==> config.mk <==
export PLATFORM = sky130hd
export DESIGN_NAME = flash_ctrl_flat
export DESIGN_NICKNAME = d
export VERILOG_FILES = /design/src/rtl/flash_ctrl_if.sv /design/src/rtl/flash_ctrl.sv /design/src/flat_wrapper.sv
export SDC_FILE = /design/constraint.sdc
export NUM_CORES = 1
export LEC_CHECK = 0
export BUFFER_PORTS_ARGS = -buffer_cell sky130_fd_sc_hd__buf_2
export CAP_MARGIN = 20
export CORE_UTILIZATION = 40
export CTS_CLUSTER_DIAMETER = 30
export DETAILED_ROUTE_END_ITERATION = 12
export GPL_ROUTABILITY_DRIVEN = 0
export PLACE_DENSITY = 0.73
export SLEW_MARGIN = 40
export SYNTH_ARGS = -nofsm -noshare
export SYNTH_HDL_FRONTEND = slang
export SYNTH_SLANG_ARGS = --single-unit
export TNS_END_PERCENT = 30
==> constraint.sdc <==
create_clock -name clk -period 1.6 [get_ports clk]
set_input_delay 0 -clock clk [delete_from_list [all_inputs] [get_ports clk]]
set_output_delay 0 -clock clk [all_outputs]
set_load 0.05 [all_outputs]
==> src/rtl/flash_ctrl_if.sv <==
`default_nettype none
// =============================================================================
// Module  : flash_ctrl_if
// Brief   : Requester-side bundle of flash_ctrl (fetch port + data port).
// Revision: 1.0
// =============================================================================
interface flash_ctrl_if;
    logic        if_req;
    logic [11:0] if_addr;
    logic [31:0] if_rdata;
    logic        if_ack;
    logic        if_err;
    logic        d_req;
    logic [1:0]  d_op;
    logic [11:0] d_addr;
    logic [31:0] d_wdata;
    logic [31:0] d_rdata;
    logic        d_ack;
    logic        d_err;

    modport master (
        output if_req, if_addr, d_req, d_op, d_addr, d_wdata,
        input  if_rdata, if_ack, if_err, d_rdata, d_ack, d_err
    );

    modport slave (
        input  if_req, if_addr, d_req, d_op, d_addr, d_wdata,
        output if_rdata, if_ack, if_err, d_rdata, d_ack, d_err
    );
endinterface
`default_nettype wire

==> src/rtl/flash_ctrl.sv <==
`default_nettype none
// =============================================================================
// Module  : flash_ctrl
// Brief   : Arbitrates fetch/data requesters onto one flash port and sequences
//           each access (strobe, capture, busy wait, one-cycle ack).
// Revision: 1.0
// =============================================================================
module flash_ctrl #(
    parameter int FETCH_PRIO   = 0,
    parameter int BUSY_TIMEOUT = 15,
    parameter int LOCK_WORDS   = 0
) (
    input  wire         clk,
    input  wire         rst,
    flash_ctrl_if.slave bus,
    output logic        fl_rd_en,
    output logic        fl_wr_en,
    output logic        fl_erase_en,
    output logic [11:0] fl_addr,
    output logic [31:0] fl_idata,
    input  wire  [31:0] fl_odata,
    input  wire         fl_busy,
    input  wire         fl_error
);

    localparam logic [2:0] S_INIT   = 3'd0;
    localparam logic [2:0] S_IDLE   = 3'd1;
    localparam logic [2:0] S_ISSUE  = 3'd2;
    localparam logic [2:0] S_WAIT   = 3'd3;
    localparam logic [2:0] S_SETTLE = 3'd4;
    localparam logic [2:0] S_RESP   = 3'd5;

    localparam logic [1:0] OP_READ  = 2'b00;
    localparam logic [1:0] OP_PROG  = 2'b01;
    localparam logic [1:0] OP_ERASE = 2'b10;
    localparam logic [1:0] OP_ILL   = 2'b11;

    localparam logic PORT_F = 1'b0;
    localparam logic PORT_D = 1'b1;

    localparam int               CNT_W       = $clog2(BUSY_TIMEOUT + 1) + 1;
    localparam logic [CNT_W-1:0] TIMEOUT_VAL = CNT_W'(BUSY_TIMEOUT);
    localparam logic [10:0]      LOCK_IDX    = 11'(LOCK_WORDS);

    logic [2:0]       r_state;
    logic             r_init_cnt;
    logic [CNT_W-1:0] r_cnt;
    logic             r_rr_last;
    logic             r_port;
    logic [1:0]       r_op;
    logic [11:0]      r_addr;
    logic [31:0]      r_wdata;
    logic             r_err;
    logic [31:0]      r_if_rdata;
    logic [31:0]      r_d_rdata;

    logic             w_grant_d;
    logic [1:0]       w_op;
    logic [11:0]      w_addr;
    logic             w_lock;
    logic             w_reject;
    logic [CNT_W-1:0] w_cnt_inc;

    // Winner selection and admission check are evaluated every cycle but only
    // consumed in IDLE.
    always_comb begin
        w_grant_d = bus.d_req;
        if (bus.if_req && bus.d_req) begin
            w_grant_d = (FETCH_PRIO == 0) ? (r_rr_last == PORT_F) : 1'b0;
        end
        w_op     = w_grant_d ? bus.d_op   : OP_READ;
        w_addr   = w_grant_d ? bus.d_addr : bus.if_addr;
        w_lock   = (LOCK_WORDS != 0) &&
                   ((w_op == OP_ERASE) ||
                    ((w_op == OP_PROG) && ({1'b0, w_addr[11:2]} < LOCK_IDX)));
        w_reject = (w_addr[1:0] != 2'b00) || (w_op == OP_ILL) || w_lock;
    end

    assign w_cnt_inc = r_cnt + 1'b1;

    always_ff @(posedge clk) begin
        if (rst) begin
            r_state    <= S_INIT;
            r_init_cnt <= 1'b0;
            r_cnt      <= '0;
            r_rr_last  <= PORT_D;
            r_port     <= PORT_F;
            r_op       <= OP_READ;
            r_addr     <= '0;
            r_wdata    <= '0;
            r_err      <= 1'b0;
            r_if_rdata <= '0;
            r_d_rdata  <= '0;
        end else begin
            case (r_state)
                S_INIT: begin
                    if (r_init_cnt) begin
                        r_state <= S_IDLE;
                    end else begin
                        r_init_cnt <= 1'b1;
                    end
                end
                S_IDLE: begin
                    if (bus.if_req || bus.d_req) begin
                        r_port    <= w_grant_d;
                        r_rr_last <= w_grant_d;
                        r_op      <= w_op;
                        r_addr    <= w_addr;
                        r_wdata   <= w_grant_d ? bus.d_wdata : 32'd0;
                        r_err     <= w_reject;
                        r_state   <= w_reject ? S_RESP : S_ISSUE;
                    end
                end
                S_ISSUE: begin
                    r_state <= S_WAIT;
                end
                S_WAIT: begin
                    if (r_op == OP_READ) begin
                        if (r_port == PORT_D) begin
                            r_d_rdata <= fl_odata;
                        end else begin
                            r_if_rdata <= fl_odata;
                        end
                    end
                    r_err   <= fl_error;
                    r_state <= S_SETTLE;
                end
                S_SETTLE: begin
                    if (!fl_busy) begin
                        r_state <= S_RESP;
                    end else begin
                        r_cnt <= w_cnt_inc;
                        // Abort once the busy wait has consumed its budget.
                        if (w_cnt_inc == TIMEOUT_VAL) begin
                            r_err   <= 1'b1;
                            r_state <= S_RESP;
                        end
                    end
                end
                S_RESP: begin
                    r_cnt   <= '0;
                    r_state <= S_IDLE;
                end
                default: begin
                    r_state <= S_INIT;
                end
            endcase
        end
    end

    assign fl_rd_en    = (r_state == S_ISSUE) && (r_op == OP_READ);
    assign fl_wr_en    = (r_state == S_ISSUE) && (r_op == OP_PROG);
    assign fl_erase_en = (r_state == S_ISSUE) && (r_op == OP_ERASE);
    assign fl_addr     = r_addr;
    assign fl_idata    = r_wdata;

    assign bus.if_ack   = (r_state == S_RESP) && (r_port == PORT_F);
    assign bus.if_err   = bus.if_ack && r_err;
    assign bus.d_ack    = (r_state == S_RESP) && (r_port == PORT_D);
    assign bus.d_err    = bus.d_ack && r_err;
    assign bus.if_rdata = r_if_rdata;
    assign bus.d_rdata  = r_d_rdata;

endmodule
`default_nettype wire

==> src/flat_wrapper.sv <==
// flat-port wrapper written by rule: the top's interface ports become plain ports
module flash_ctrl_flat 
#(
    parameter int FETCH_PRIO   = 0,
    parameter int BUSY_TIMEOUT = 15,
    parameter int LOCK_WORDS   = 0
)
  (clk, rst, fl_rd_en, fl_wr_en, fl_erase_en, fl_addr, fl_idata, fl_odata, fl_busy, fl_error, bus_if_req, bus_if_addr, bus_d_req, bus_d_op, bus_d_addr, bus_d_wdata, bus_if_rdata, bus_if_ack, bus_if_err, bus_d_rdata, bus_d_ack, bus_d_err);
  flash_ctrl_if bus_i ();
  input  wire clk;
  input  wire rst;
  output logic fl_rd_en;
  output logic fl_wr_en;
  output logic fl_erase_en;
  output logic [11:0] fl_addr;
  output logic [31:0] fl_idata;
  input  wire  [31:0] fl_odata;
  input  wire fl_busy;
  input  wire fl_error;
  input wire logic [$bits(bus_i.if_req)-1:0] bus_if_req;
  input wire logic [$bits(bus_i.if_addr)-1:0] bus_if_addr;
  input wire logic [$bits(bus_i.d_req)-1:0] bus_d_req;
  input wire logic [$bits(bus_i.d_op)-1:0] bus_d_op;
  input wire logic [$bits(bus_i.d_addr)-1:0] bus_d_addr;
  input wire logic [$bits(bus_i.d_wdata)-1:0] bus_d_wdata;
  output wire logic [$bits(bus_i.if_rdata)-1:0] bus_if_rdata;
  output wire logic [$bits(bus_i.if_ack)-1:0] bus_if_ack;
  output wire logic [$bits(bus_i.if_err)-1:0] bus_if_err;
  output wire logic [$bits(bus_i.d_rdata)-1:0] bus_d_rdata;
  output wire logic [$bits(bus_i.d_ack)-1:0] bus_d_ack;
  output wire logic [$bits(bus_i.d_err)-1:0] bus_d_err;
  assign bus_i.if_req = bus_if_req;
  assign bus_i.if_addr = bus_if_addr;
  assign bus_i.d_req = bus_d_req;
  assign bus_i.d_op = bus_d_op;
  assign bus_i.d_addr = bus_d_addr;
  assign bus_i.d_wdata = bus_d_wdata;
  assign bus_if_rdata = bus_i.if_rdata;
  assign bus_if_ack = bus_i.if_ack;
  assign bus_if_err = bus_i.if_err;
  assign bus_d_rdata = bus_i.d_rdata;
  assign bus_d_ack = bus_i.d_ack;
  assign bus_d_err = bus_i.d_err;
  flash_ctrl #(.FETCH_PRIO(FETCH_PRIO), .BUSY_TIMEOUT(BUSY_TIMEOUT), .LOCK_WORDS(LOCK_WORDS)) u_core (.clk(clk), .rst(rst), .bus(bus_i), .fl_rd_en(fl_rd_en), .fl_wr_en(fl_wr_en), .fl_erase_en(fl_erase_en), .fl_addr(fl_addr), .fl_idata(fl_idata), .fl_odata(fl_odata), .fl_busy(fl_busy), .fl_error(fl_error));
endmodule
==> results.md <==
- Drt drc: 0
- Share of layout cells above drive strength 1: 33.6%
- Area Overhead vs Synth: 64.7%
- Most frequent cell after synthesis: nand2_1
- Starting DRC count in detailed routing: 380
- Chip height: 110 um
- Total congestion overflow: 0
- Cell mode on critical path: buf_6
- Slew Viols, Final: 0
- Crit-path slowest cell: dfxtp_2
- Fill count: 849
- Area of the core: 0.0114 mm^2
- Ys async rst share: 0%
- Antenna diodes: 0
- CP Launch Type: register
- Seq/Total Area, Yosys: 52.4%
- Post-Route WL: 15600 um
- Post-Syn Nets: 645
- Critical Path Start: u_core.r_state[0]
- 1st-pass router iterations: 5
- Top_reg_cell synth: dfxtp_1
- Antenna violations before repair: 0
- Ys Warns: 0
- Critical Path AT: 1.65 ns
- Netlist Area Pre-Place: 0.00466 mm^2
- CP max stage delay: 0.32 ns
- Peak VDD IR: 0.693 mV
- Syn Inst Count: 547
- Crit path required time: 1.60 ns
- Clock-pin slew on the worst setup and hold paths: 0.06 ns
- Min-Delay Startpoint: fl_busy
- Vias per cell: 5.21
- Worst-path maximum fanout: 5
- Synth top cells by count: nand2_1 (133), dfxtp_1 (122), a21oi_1 (71)
- Worst Hold Class: input pin to register
- Starting density of the core: 41.0%
- Synth area leaders: dfxtp_1 (52%), nand2_1 (11%), a21oi_1 (7.6%), a22oi_1 (5.2%), nor2_1 (4.3%)
- Number of nets in the layout: 956
- Die width: 110 um
- Area taken by multi-input logic gates: 0.00210 mm^2
- Max Cap Viol: 0
- CTS tree: done
- Vias in the first global route: 4970
- Clock Tree Buf Depth: 2
- RSZ-0062 raised after global routing: yes
- Total power draw: 8360 uW
- Area fraction of the dominant cell type after synthesis: 52.4%
- Final Hold Viols: 0
- Cell Pwr Density: 1090 mW/mm^2
- Period utilization: 103%
- All-layer global routing usage: 25.3%
- Seq cells post-synth: 122
- Pleak: 0.00338 uW
- Site row count: 39
- Largest net degree at the start of global routing: 64
- CP endpoint kind: primary output
- Tightest Pin Transition: 0.376 ns
- Worst-Skew Late Latency: 0.40 ns
- Unique masters post-synth: 48
- Critical Path, Cell by Cell: buf_6, nand2b_4, or2_4, nor3b_4, buf_6
- Sink Count: 122
- Reg area: 0.00245 mm^2
- Hold Slack: 0.134 ns
- Vias: 5279
- Crit path kind: register to primary output
- R2r startpoint: u_core.r_state[0]
- Crit path time final: 1.65 ns
- Achievable Freq: 0.606 GHz
- Setup WS post-layout: -0.0498 ns
- Max H-tree Level: 4
- Avg Inst Size Synth: 8.52 um^2
- DP Cell Count: 880
- Dpl ws: 0.0298 ns
- Root Buffer: clkbuf_16
- Wire length of the first global-routing pass: 23600 um
- Hpwl dp: 8700 um
- # IOs: 211
- Setup-failing EPs final: 3
- Failing checks: setup timing
- Port Buffer Count: 210
- Fin util: 67.5%
- Die area: 0.0121 mm^2
- Avg WL per Cell: 15.3 um
- Cell taking the most area after synthesis: dfxtp_1
- Slew headroom: 74.8%
- Status: complete, but fails checks
- EDFF count, synth: 0
- Antenna Nets Post-Route: 0
- Fin Clk Skew: 0.00664 ns
- CTS buffer count: 17
- Non-Filler Instances: 1014
-- worst max-delay path: cells and delay by family (launching register included) --
kind,cells,cell delay [ns]
AND/OR/NAND/NOR,3,0.62
flip-flops,1,0.32
buffers and inverters,2,0.30
-- final timing paths --
| kind | endpoint | slack (ns) | cells past startpoint |
|---|---|---|---|
| worst min-delay path | u_core.r_cnt[4] | 0.13 | 4 |
| worst min register to register | u_core.r_state[1] | 0.45 | 1 |
| worst max register to register | u_core.fl_addr[5] | 0.01 | 7 |
| worst max-delay path | fl_erase_en | -0.05 | 5 |
-- metal layers --
metal / track usage [%] / wire [um] / up-vias
met5: 0 / 0 / -
met4: 13.3 / 337 / 0
met3: 7.88 / 1360 / 41
met2: 42.6 / 7690 / 309
met1: 28.7 / 6170 / 2432
li1: - / - / 2497
-- cells in the final DEF, fill, tap and decap left out, types with 5 or more instances in the layout --
master and n:
a22oi_1 32, buf_12 8, a211oi_1 15, nand2_1 133, buf_6 6, mux2i_1 14, dlygate4sd3_1 92, clkbuf_16 17
nor2_1 53, nand3_1 5, a21oi_1 71, dfxtp_1 119, inv_1 6, buf_2 202, buf_4 25, clkinv_2 5
-- state kept, by name, summed over array words and instances (netlist names) --
signal	flops
u_core.r_init_cnt	1
u_core.r_rr_last	1
u_core.r_cnt	5
u_core.r_op	2
u_core.fl_addr	12
u_core.bus.d_rdata	32
u_core.bus.if_rdata	32
u_core.r_port	1
u_core.r_state	3
u_core.fl_idata	32
u_core.r_err	1
-- report_power, final --
group	internal (uW)	total [uW]	switching (uW)
clock	2210	3570	1360
combinational	624	1530	904
sequential	3170	3260	87.3
total	6010	8360	2350
-- what timing repair did --
action,CTS,global route
hold buffers,92,0
pin swaps,2,3
hold endpoints to repair,118,0
resized for setup,17,11
endpoints found under the setup margin,7,30
buffers inserted,4,6
-- final cells by class --
class	instances	share of cell area, %
clock buffers	21	6.00
clock inverters	11	1.26
inverters	6	0.293
multi-input cells	376	27.3
flip-flops and latches	122	31.9
well taps	143	2.33
repair buffers	335	30.9
-- through the flow --
stage	setup TNS, ns	instance area (um^2)
final	-0.0979	7670
after global routing	-0.301	7670
after CTS	-0.200	7600
after detailed placement	0	6040
after global placement	0	6040
after floorplan	-0.0126	4720
-- cells by family (layout without fill, tap and decap cells) --
kind of cell,after synthesis,after routing,share of synthesized area [%]
buf+inv,49,373,4.54
fa+ha+maj,2,2,0.537
xor+xnor,1,1,0.188
simple gates,222,222,21.0
compound gates,137,137,18.3
flops,122,122,52.4
mux,14,14,3.01
No activity file was read; power rests on OpenSTA's default activity.
